==> src/rtl/axi_mem_slave.sv <==
// AXI4 slave bridging INCR bursts onto a single-port core-style memory (req/gnt/rvalid).
// One transaction in flight, one memory access at a time; 32-bit data only.
module axi_mem_slave #(
    parameter int AXI_ADDR_WIDTH = 32,
    parameter int AXI_DATA_WIDTH = 32,
    parameter int AXI_ID_WIDTH   = 6
) (
    input  logic                        clk_i,
    input  logic                        rst_i,

    input  logic                        aw_valid_i,
    output logic                        aw_ready_o,
    input  logic [AXI_ID_WIDTH-1:0]     aw_id_i,
    input  logic [AXI_ADDR_WIDTH-1:0]   aw_addr_i,
    input  logic [7:0]                  aw_len_i,

    input  logic                        w_valid_i,
    output logic                        w_ready_o,
    input  logic [AXI_DATA_WIDTH-1:0]   w_data_i,
    input  logic [AXI_DATA_WIDTH/8-1:0] w_strb_i,
    input  logic                        w_last_i,

    output logic                        b_valid_o,
    input  logic                        b_ready_i,
    output logic [AXI_ID_WIDTH-1:0]     b_id_o,
    output logic [1:0]                  b_resp_o,

    input  logic                        ar_valid_i,
    output logic                        ar_ready_o,
    input  logic [AXI_ID_WIDTH-1:0]     ar_id_i,
    input  logic [AXI_ADDR_WIDTH-1:0]   ar_addr_i,
    input  logic [7:0]                  ar_len_i,

    output logic                        r_valid_o,
    input  logic                        r_ready_i,
    output logic [AXI_ID_WIDTH-1:0]     r_id_o,
    output logic [AXI_DATA_WIDTH-1:0]   r_data_o,
    output logic [1:0]                  r_resp_o,
    output logic                        r_last_o,

    output logic                        mem_req_o,
    input  logic                        mem_gnt_i,
    input  logic                        mem_rvalid_i,
    output logic [AXI_ADDR_WIDTH-1:0]   mem_addr_o,
    output logic                        mem_we_o,
    output logic [AXI_DATA_WIDTH/8-1:0] mem_be_o,
    output logic [AXI_DATA_WIDTH-1:0]   mem_wdata_o,
    input  logic [AXI_DATA_WIDTH-1:0]   mem_rdata_i
);

    localparam int WordW = AXI_ADDR_WIDTH - 2;

    typedef enum logic [2:0] {
        IDLE,
        WR_DATA,
        WR_RESP,
        RD_REQ,
        RD_WAIT,
        RD_DATA
    } state_t;

    state_t                      state_q, state_d;
    logic                        prio_rd_q, prio_rd_d;
    logic [AXI_ID_WIDTH-1:0]     id_q, id_d;
    logic [WordW-1:0]            addr_q, addr_d;
    logic [7:0]                  len_q, len_d;
    logic [7:0]                  beat_q, beat_d;
    logic                        err_q, err_d;
    logic [AXI_DATA_WIDTH-1:0]   rbuf_q, rbuf_d;

    logic aw_win;
    logic ar_win;
    logic last_beat;
    logic unused_addr_lsbs;

    // Only word addresses are kept; the byte offset of AW/AR is dropped.
    assign unused_addr_lsbs = ^{aw_addr_i[1:0], ar_addr_i[1:0]};
    assign last_beat        = (beat_q == len_q);
    assign mem_addr_o       = {addr_q + WordW'(beat_q), 2'b00};

    always_ff @(posedge clk_i) begin
        if (rst_i) begin
            state_q   <= IDLE;
            prio_rd_q <= 1'b0;
            id_q      <= '0;
            addr_q    <= '0;
            len_q     <= '0;
            beat_q    <= '0;
            err_q     <= 1'b0;
            rbuf_q    <= '0;
        end else begin
            state_q   <= state_d;
            prio_rd_q <= prio_rd_d;
            id_q      <= id_d;
            addr_q    <= addr_d;
            len_q     <= len_d;
            beat_q    <= beat_d;
            err_q     <= err_d;
            rbuf_q    <= rbuf_d;
        end
    end

    always_comb begin
        state_d     = state_q;
        prio_rd_d   = prio_rd_q;
        id_d        = id_q;
        addr_d      = addr_q;
        len_d       = len_q;
        beat_d      = beat_q;
        err_d       = err_q;
        rbuf_d      = rbuf_q;
        aw_win      = 1'b0;
        ar_win      = 1'b0;
        aw_ready_o  = 1'b0;
        ar_ready_o  = 1'b0;
        w_ready_o   = 1'b0;
        b_valid_o   = 1'b0;
        b_id_o      = '0;
        b_resp_o    = 2'b00;
        r_valid_o   = 1'b0;
        r_id_o      = '0;
        r_data_o    = '0;
        r_resp_o    = 2'b00;
        r_last_o    = 1'b0;
        mem_req_o   = 1'b0;
        mem_we_o    = 1'b0;
        mem_be_o    = '0;
        mem_wdata_o = '0;

        case (state_q)
            IDLE: begin
                // Readies are gated by reset so nothing is accepted while rst_i is held.
                if (!rst_i) begin
                    aw_win = aw_valid_i && (!ar_valid_i || !prio_rd_q);
                    ar_win = ar_valid_i && !aw_win;
                end
                aw_ready_o = aw_win;
                ar_ready_o = ar_win;
                // The priority only flips when both channels actually competed for the grant.
                if (aw_win && ar_valid_i || ar_win && aw_valid_i) begin
                    prio_rd_d = !prio_rd_q;
                end
                if (aw_win) begin
                    id_d    = aw_id_i;
                    addr_d  = aw_addr_i[AXI_ADDR_WIDTH-1:2];
                    len_d   = aw_len_i;
                    beat_d  = '0;
                    err_d   = 1'b0;
                    state_d = WR_DATA;
                end else if (ar_win) begin
                    id_d    = ar_id_i;
                    addr_d  = ar_addr_i[AXI_ADDR_WIDTH-1:2];
                    len_d   = ar_len_i;
                    beat_d  = '0;
                    state_d = RD_REQ;
                end
            end

            WR_DATA: begin
                mem_req_o   = w_valid_i;
                mem_we_o    = 1'b1;
                mem_be_o    = w_strb_i;
                mem_wdata_o = w_data_i;
                w_ready_o   = mem_gnt_i;
                if (w_valid_i && mem_gnt_i) begin
                    if (w_last_i != last_beat) begin
                        err_d = 1'b1;
                    end
                    if (last_beat) begin
                        state_d = WR_RESP;
                    end else begin
                        beat_d = beat_q + 8'd1;
                    end
                end
            end

            WR_RESP: begin
                b_valid_o = 1'b1;
                b_id_o    = id_q;
                b_resp_o  = err_q ? 2'b10 : 2'b00;
                if (b_ready_i) begin
                    state_d = IDLE;
                end
            end

            RD_REQ: begin
                mem_req_o = 1'b1;
                mem_be_o  = '1;
                if (mem_gnt_i) begin
                    state_d = RD_WAIT;
                end
            end

            RD_WAIT: begin
                if (mem_rvalid_i) begin
                    rbuf_d  = mem_rdata_i;
                    state_d = RD_DATA;
                end
            end

            RD_DATA: begin
                r_valid_o = 1'b1;
                r_id_o    = id_q;
                r_data_o  = rbuf_q;
                r_last_o  = last_beat;
                if (r_ready_i) begin
                    if (last_beat) begin
                        state_d = IDLE;
                    end else begin
                        beat_d  = beat_q + 8'd1;
                        state_d = RD_REQ;
                    end
                end
            end

            default: state_d = IDLE;
        endcase
    end

endmodule
==> config.mk <==
export PLATFORM = sky130hd
export DESIGN_NAME = axi_mem_slave
export DESIGN_NICKNAME = d
export VERILOG_FILES = /design/src/rtl/axi_mem_slave.sv
export SDC_FILE = /design/constraint.sdc
export NUM_CORES = 1
export LEC_CHECK = 0
export ABC_AREA = 1
export ABC_CLOCK_PERIOD_IN_PS = 3650
export BUFFER_PORTS_ARGS = -buffer_cell sky130_fd_sc_hd__buf_2
export CAP_MARGIN = 20
export CORE_ASPECT_RATIO = 0.6
export CORE_MARGIN = 4
export CORE_UTILIZATION = 30
export CTS_CLUSTER_SIZE = 20
export DETAILED_ROUTE_END_ITERATION = 10
export HOLD_SLACK_MARGIN = 0.05
export PLACE_DENSITY = 0.58
export SETUP_SLACK_MARGIN = 0.15
export SLEW_MARGIN = 0
export SYNTH_ARGS = -nofsm -noshare
export SYNTH_HDL_FRONTEND = slang
export SYNTH_SLANG_ARGS = --single-unit
==> constraint.sdc <==
create_clock -name clk_i -period 3.65 [get_ports clk_i]
set_clock_uncertainty 0.15 [all_clocks]
set_input_delay 0.1825 -clock clk_i [delete_from_list [all_inputs] [get_ports clk_i]]
set_output_delay 0.1825 -clock clk_i [all_outputs]
set_load 0.01 [all_outputs]
# Word-level counts from Yosys, hierarchy flattened

Index checks and enable logic that the tools add are counted.

Reduce and logical (&&, ||, !) cells: 20
Mux-type cells: 45
Eq/ne operators: 16
$add $sub $neg: 2

Operators with widths:

| kind                                                                   | number |
|---|---|
| 32-bit two-way mux                                                     | 2 |
| 30-bit two-way mux                                                     | 2 |
| 8-bit two-way mux                                                      | 7 |
| 30-bit by 8-bit adder with 30-bit output                               | 1 |
| 3-bit two-way mux                                                      | 8 |
| 6-bit two-way mux                                                      | 4 |
| 8-bit case mux with 3 select lines                                     | 1 |
| 3-bit case mux with 6 select lines                                     | 1 |
| 2-bit != test (second input constant)                                  | 8 |
| 1-bit two-way mux                                                      | 14 |
| 8-bit by 1-bit adder with 8-bit output (second input constant)         | 1 |
| 8-bit equality test                                                    | 1 |
| 4-bit case mux with 2 select lines                                     | 1 |
| 4-bit AND reduction                                                    | 2 |
| 7-bit AND reduction                                                    | 1 |
| 3-bit by 2-bit equality test with 1-bit output (second input constant) | 2 |
| 3-bit equality test (second input constant)                            | 2 |
| 2-bit two-way mux                                                      | 3 |
| 2-bit AND reduction                                                    | 3 |
| 1-bit logical AND                                                      | 5 |
| 1-bit case mux with 2 select lines                                     | 2 |
| 2-bit nonzero test                                                     | 2 |
| 3-bit by 1-bit equality test with 1-bit output (second input constant) | 1 |
| 1-bit logical NOT                                                      | 3 |
| other kinds (5)                                                        | 6 |

Word-level logic and storage cells: 91
Register bits: 89
Output and inout port bits: 124

# Logic depth before layout (Yosys ltp)

Gate-level depths: netlist (run 1).

Depth after elaboration: 10
Depth in mapped cells: 12
Depth with buffers taken out: 11

# Least setup slack after synthesis (run 1)

No wires, ideal clock.

Path type: reg-to-output
Start point: register beat_q[0]
End point: output port mem_addr_o[22]
Data arrival time: 2.061 ns
Data required time: 3.317 ns
Cell stages (with the launch flop): 10
Slack: 1.257 ns
Cells stage by stage: dfxtp_1 > ha_1 > inv_1 > fa_1 > o21ai_0 > nand3_1 > nand2_1 > nand2_1 > nor2_1 > xor2_1

Longest elaborated chain between the ends: 1

RTL lines:

| element                                  | line | text |
|---|---|---|
| start: declaration                       | 67   | `logic [7:0] beat_q, beat_d;` |
| start signal: assignment                 | 97   | `beat_q <= beat_d;` |
| 30-bit by 8-bit adder with 30-bit output | 79   | `assign mem_addr_o = {addr_q + WordW'(beat_q), 2'b00};` |
| end: declaration                         | 44   | `output logic [AXI_ADDR_WIDTH-1:0] mem_addr_o,` |

Every way passes these cells.

# Worst setup path after layout (run 1)

Ends and elaborated chain as after synthesis.

==> impl_metrics.yaml, run 1 <==
status:
  status: "completed"
sta:
  maxSlewHeadroom_pct: 42.09
  fmax_mhz: 332.8
  rsz0062_at_grt: "no"
  final.setup.tns_ns: 0
  hold_viol: 0
  drv_slew: 0
  setup_viol: 0
  fin_crit_ns: 3.004
  worst_pin_slew_ns: 0.8634
  timing.final.crit_share_pct: 82.31
global_route:
  use_met3_pct: 4.642
  grt_first_pass_wirelength_um: 32770
  grt_busiest_layer: "met2"
  grt_pass1_vias: 6421
  track_usage_pct: 18.64
  met2_usage_pct: 28.99
  grt-ovfl-total: 0
  grt_max_degree: 76
  antenna_found_initial: 0
  use_met1_pct: 26.56
finish:
  syn_to_final_growth_pct: 40.00
  drive_gt1_share_pct: 28.02
  final_cell_area_um2: 8066
  fin_nets: 1392
  diodes: 0
clocking:
  post_cts_buffers: 0
  cts_tree: "built"
  cts_root_buf: "clkbuf_16"
  cts_max_level: 3
  clk_latency_ns: 0.33
  cts_resized: 0
  clockBufferDepth: 2
  cts.reportedPaths.clkPinSlew_ns: 0.07
  cts.sinks: 89
  cts_inserted_buffers: 9
floorplan:
  pin_count: 294
  core_area_um2: 18450
  core.rowCount: 38
  initial_core_util_pct: 31.23
  die_h_um: 115.4
  die_area_um2: 21560
  die_w_um: 186.9
route:
  drc: 0
  drtPass1Iterations: 5
  wl_per_cell_um: 14.27
  vias: 6653
  ant_nets: 0
  vias_per_cell: 4.566
  drtIter0Drc: 352
  wl_um: 20790
synthesis:
  synth_edf_count: 0
  yosysUniqueCellTypes: 37
  synth_area_leaders: "dfxtp_1 (31%), inv_1 (10%), nor2_1 (9.7%)"
  synth-async-reset-ratio_pct: 0
  syn_area_per_cell_um2: 6.297
  synth_top_cell_area_share_pct: 30.92
  yosysTopAreaCell: "dfxtp_1"
  synth.cell_area_um2: 5762
  synth.top_cells.by_count: "inv_1 (161), nor2_1 (149), nand2_1 (139), o21ai_0 (97), dfxtp_1 (89)"
  ys_dominant_reg_cell: "dfxtp_1"
  yosysWarnings: 0
  yosysSeqAreaShare_pct: 30.92
  ys_ff_latch: 89
  synth_cells: 915
  yosysMostFrequentCell: "inv_1"
place:
  dpl_cell_area_um2: 7331
  hpwl_um: 15760
  routabilityCongestion: 0.8638
  port_buffers: 284
worst_hold_path:
  hold_class: "input pin to flip-flop"
  holdPathStages: 4
setup_path:
  reg2reg_depth: 7
  cp-start-kind: "flip-flop"
  cp.required_ns: 3.32
  path_class: "flip-flop to primary output"
  cp.arrival_ns: 2.67
  cp-end-kind: "primary output"
  crit_path_max_fanout: 6
power:
  power_leakage_nw: 4.203
  power_density_nw_per_um2: 516.8
  peakVddDrop_v: 0.0002614
run:
  maxCapViolations: 0
cells by family (layout without fill, tap and decap cells):
logic type	after synthesis	in the layout	synth area share, %
and+or+nand+nor	367	367	26.97
xor gates and xnor gates	30	30	4.560
adders and majority gates	10	10	2.302
buffers and inverters	213	511	14.90
AOI/OAI and AO/OA	189	189	17.16
other	1	5	0.06508
DFF	89	89	30.92
muxes	16	16	3.127
cell usage in the layout (no fill, tap or decap), drive strengths merged, types with 3 or more instances in the layout:
cell,Yosys,layout
mux2,16,16
a211oi,8,8
bufinv,0,3
nand3,24,24
xnor2,6,6
nand4,10,10
clkbuf,23,11
buf,24,290
conb,1,5
inv,165,165
o21ai,108,108
nor3,31,31
dfxtp,89,89
nand2,143,143
a21oi,68,68
dlygate4sd3,0,39
ha,9,9
xor2,24,24
nor2,156,156
path summary, 6_finish.rpt:
| check | from | endpoint | slack [ns] |
|---|---|---|---|
| min | aw_addr_i[4] | addr_q[2] | 0.06 |
| max reg2reg | state_q[2] | addr_q[25] | 1.28 |
| min reg2reg | rbuf_q[2] | rbuf_q[2] | 0.30 |
| max | beat_q[0] | mem_addr_o[22] | 0.65 |
flip-flops by register name, summed over array words and instances (netlist names):
name       count
err_q          1
prio_rd_q      1
id_q           6
state_q        3
rbuf_q        32
len_q          8
beat_q         8
addr_q        30
metrics by stage:
stage               cells  hold WS (ns)  worst slack (ns)  util (%)  power [mW]
CTS                  1457       0.05215            0.6297     43.73       4.211
global route         1457       0.08977            0.3680     43.73       4.509
finish               1457       0.06101            0.6456     43.73       4.169
detailed placement   1402        0.2958             1.010     39.74       3.070
global placement     1402        0.2916             1.043     39.74       3.055
floorplan             919        0.1110             1.257         -       2.498
critical path: stages, from the launching register on:
cell	delay, ns
dfxtp_1	0.45
ha_1	0.22
inv_1	0.06
fa_1	0.40
o21ai_0	0.17
buf_4	0.16
nand3_1	0.07
nand2_1	0.24
nand2_1	0.13
nor2_1	0.13
xor2_1	0.15
buf_2	0.15
report_power, final:
part	internal, mW	switching, mW
clock network	0.688	0.393
registers	1.18	0.176
logic	0.643	1.09
cell type report:
type                    instances  area, um2
fillers                      1988      10380
multi-input cells             617       3147
repair buffers                329       1869
flip-flops and latches         89       1782
inverters                     166      623.1
well taps                     240      300.3
clock buffers                  11      242.7
clock inverters                 5      102.6
metal layers:
metal	vias to the layer above	routed length, um
li1	3457	-
met1	2938	10410
met2	244	8759
met3	14	1443
met4	0	185
met5	-	0
repair_timing:
| item | 4_1_cts | 5_1_grt |
|---|---|---|
| hold endpoints to repair | 36 | 0 |
| hold buffers | 39 | 0 |
| setup endpoints to repair | 0 | 0 |
No activity file was read; power rests on OpenSTA's default activity.
==> inputs of run 2 (changes only) <==
ABC_CLOCK_PERIOD_IN_PS = 2600   (was 3650)
PLACE_DENSITY = 0.6   (was 0.58)
clock period = 2.6 ns   (was 3.65 ns; I/O delays follow)
==> run 2 against run 1 <==
Register-to-register slack got worse by 1.0 ns; worst hold slack lost 0.0019 ns; count of clock-buffer cells in the layout shrank 1; critical path depth fell by 1; non-clock buffer count grew 53; sequential share of layout area fell by 1.6 points; die area is the same; critical path type unchanged; critical endpoint is now mem_addr_o[30].
==> impl_metrics.yaml, run 2 (synthesis gave the netlist of run 1 again) <==
setup_path:
  cp-end-kind: "primary output"
  cp.required_ns: 2.32
  path_buf_inv: 3
  critPathTopFamily: "adder cells"
  crit_chain: "ha_4, inv_2, fa_2, o21ai_4, nand3_2, nand2_4, buf_6, nand4_1, xor2_1, buf_2"
  path_class: "flip-flop to primary output"
  crit_path_max_fanout: 5
  max_stage_delay_ns: 0.36
  cp.arrival_ns: 2.23
  cp_slowest_cell: "fa_2"
  cp-start-kind: "flip-flop"
sta:
  timing.final.crit_share_pct: 96.41
  rsz0062_at_grt: "yes"
  setup_viol: 0
  fmax_mhz: 398.9
  fin_crit_ns: 2.507
  worst_pin_slew_ns: 0.7521
  final.setup.tns_ns: 0
  hold_viol: 0
  whs_ns: 0.05911
  maxSlewHeadroom_pct: 49.86
  drv_slew: 0
finish:
  top_register: "rbuf_q"
  layout.cells.non_filler: 1511
  largest_register_ffs: 32
  syn_to_final_growth_pct: 52.70
  final_common_cell: "buf_2"
  largest_registers: "rbuf_q (32), addr_q (30)"
  layout_common_cells: "buf_2 (284), inv_1 (159), nor2_1 (148)"
  fin_nets: 1446
  drive_gt1_share_pct: 32.10
  utilization_pct: 47.69
  diodes: 0
global_route:
  grt_max_degree: 77
  antenna_found_initial: 2
  track_usage_pct: 19.71
  grt_pass1_vias: 6745
  grt_first_pass_wirelength_um: 34500
  grt-ovfl-total: 0
floorplan:
  pin_count: 294
  die_w_um: 186.9
  die_h_um: 115.4
  core.rowCount: 38
  die_area_um2: 21560
  core_area_um2: 18450
  initial_core_util_pct: 31.23
worst_hold_path:
  hold_class: "input pin to flip-flop"
route:
  ant_nets: 0
  wl_per_cell_um: 14.74
  vias: 6895
  vias_per_cell: 4.563
  wl_um: 22270
  drtIter0Drc: 498
  drc: 0
  drtPass1Iterations: 4
place:
  hpwl_um: 16030
  port_buffers: 284
  routabilityCongestion: 0.8949
  placed_cells: 1409
clocking:
  clk_latency_ns: 0.34
  cts.sinks: 89
  cts_root_buf: "clkbuf_16"
  clockBufferDepth: 2
  cts.reportedPaths.clkPinSlew_ns: 0.07
  cts_max_level: 3
  cts_tree: "built"
  cts_inserted_buffers: 9
power:
  power_density_nw_per_um2: 674.3
  power_leakage_nw: 4.468
  peakVddDrop_v: 0.0004778
  finalPower_mw: 5.932
status:
  status: "completed"
run:
  maxCapViolations: 0
[run 2: changes by cell type in the layout (fill, tap and decap cells not counted), moves of 4 or more]
cell / change
dfxtp_1: -12
dfxtp_2: +9
ha_4: +7
ha_1: -7
o21ai_0: -5
nand2_1: -8
buf_6: +4
nand2_2: +6
buf_4: +14
dlygate4sd3_1: +35
a21oi_1: -4
[run 2: path summary, 6_finish.rpt]
path | end | slack, ns | from | cells after the start
max | mem_addr_o[30] | 0.09 | addr_q[0] | 10
min | prio_rd_q | 0.06 | ar_valid_i | 4
max reg2reg | addr_q[15] | 0.25 | prio_rd_q | 7
min reg2reg | rbuf_q[7] | 0.31 | rbuf_q[7] | 2
[run 2: area by class of cell]
| cell class | count | area [um2] |
|---|---|---|
| Clock buffer | 10 | 239.0 |
| Clock inverter | 6 | 65.06 |
| Fill cell | 1876 | 9649 |
| Inverter | 166 | 625.6 |
| Multi-Input combinational cell | 618 | 3395 |
| Sequential cell | 89 | 1804 |
| Tap cell | 240 | 300.3 |
| Timing Repair Buffer | 382 | 2370 |
[run 2: report_power, final]
group	switching, mW	internal (mW)	total [mW]
Clock	0.577	0.776	1.35
Combinational	1.60	1.05	2.65
Sequential	0.270	1.66	1.93
[run 2: layer usage]
layer / GRT usage (%) / up-vias / share of wire [%]
met1: 26.27 / 3034 / 46
met5: 0 / - / 0.12
met4: 3.988 / 4 / 1.2
met2: 32.24 / 270 / 45
met3: 5.765 / 25 / 7.5
li1: - / 3562 / -
[run 2: worst register-to-register path, delay by kind of cell (launching register included)]
| family | cells | cell delay, ns |
|---|---|---|
| buffers and inverters | 2 | 0.81 |
| and+or+nand+nor | 4 | 0.58 |
| DFF | 1 | 0.35 |
| muxes | 1 | 0.35 |
[run 2: per-stage QoR]
stage,area (um2),setup slack [ns]
2_1_floorplan,5777,0.2593
3_3_place_gp,7391,0.1106
3_5_place_dp,7391,0.09287
4_1_cts,8613,0.03812
5_1_grt,8798,-0.01629
6_report,8798,0.09334
[run 2: what timing repair did]
item / 4_1_cts / 5_1_grt
endpoints found under the hold margin: 56 / 0
setup buffers: 4 / 7
setup endpoints to repair: 53 / 43
pin swaps: 9 / 11
hold buffers: 74 / 0
cloned: 0 / 1
resized for setup: 38 / 31
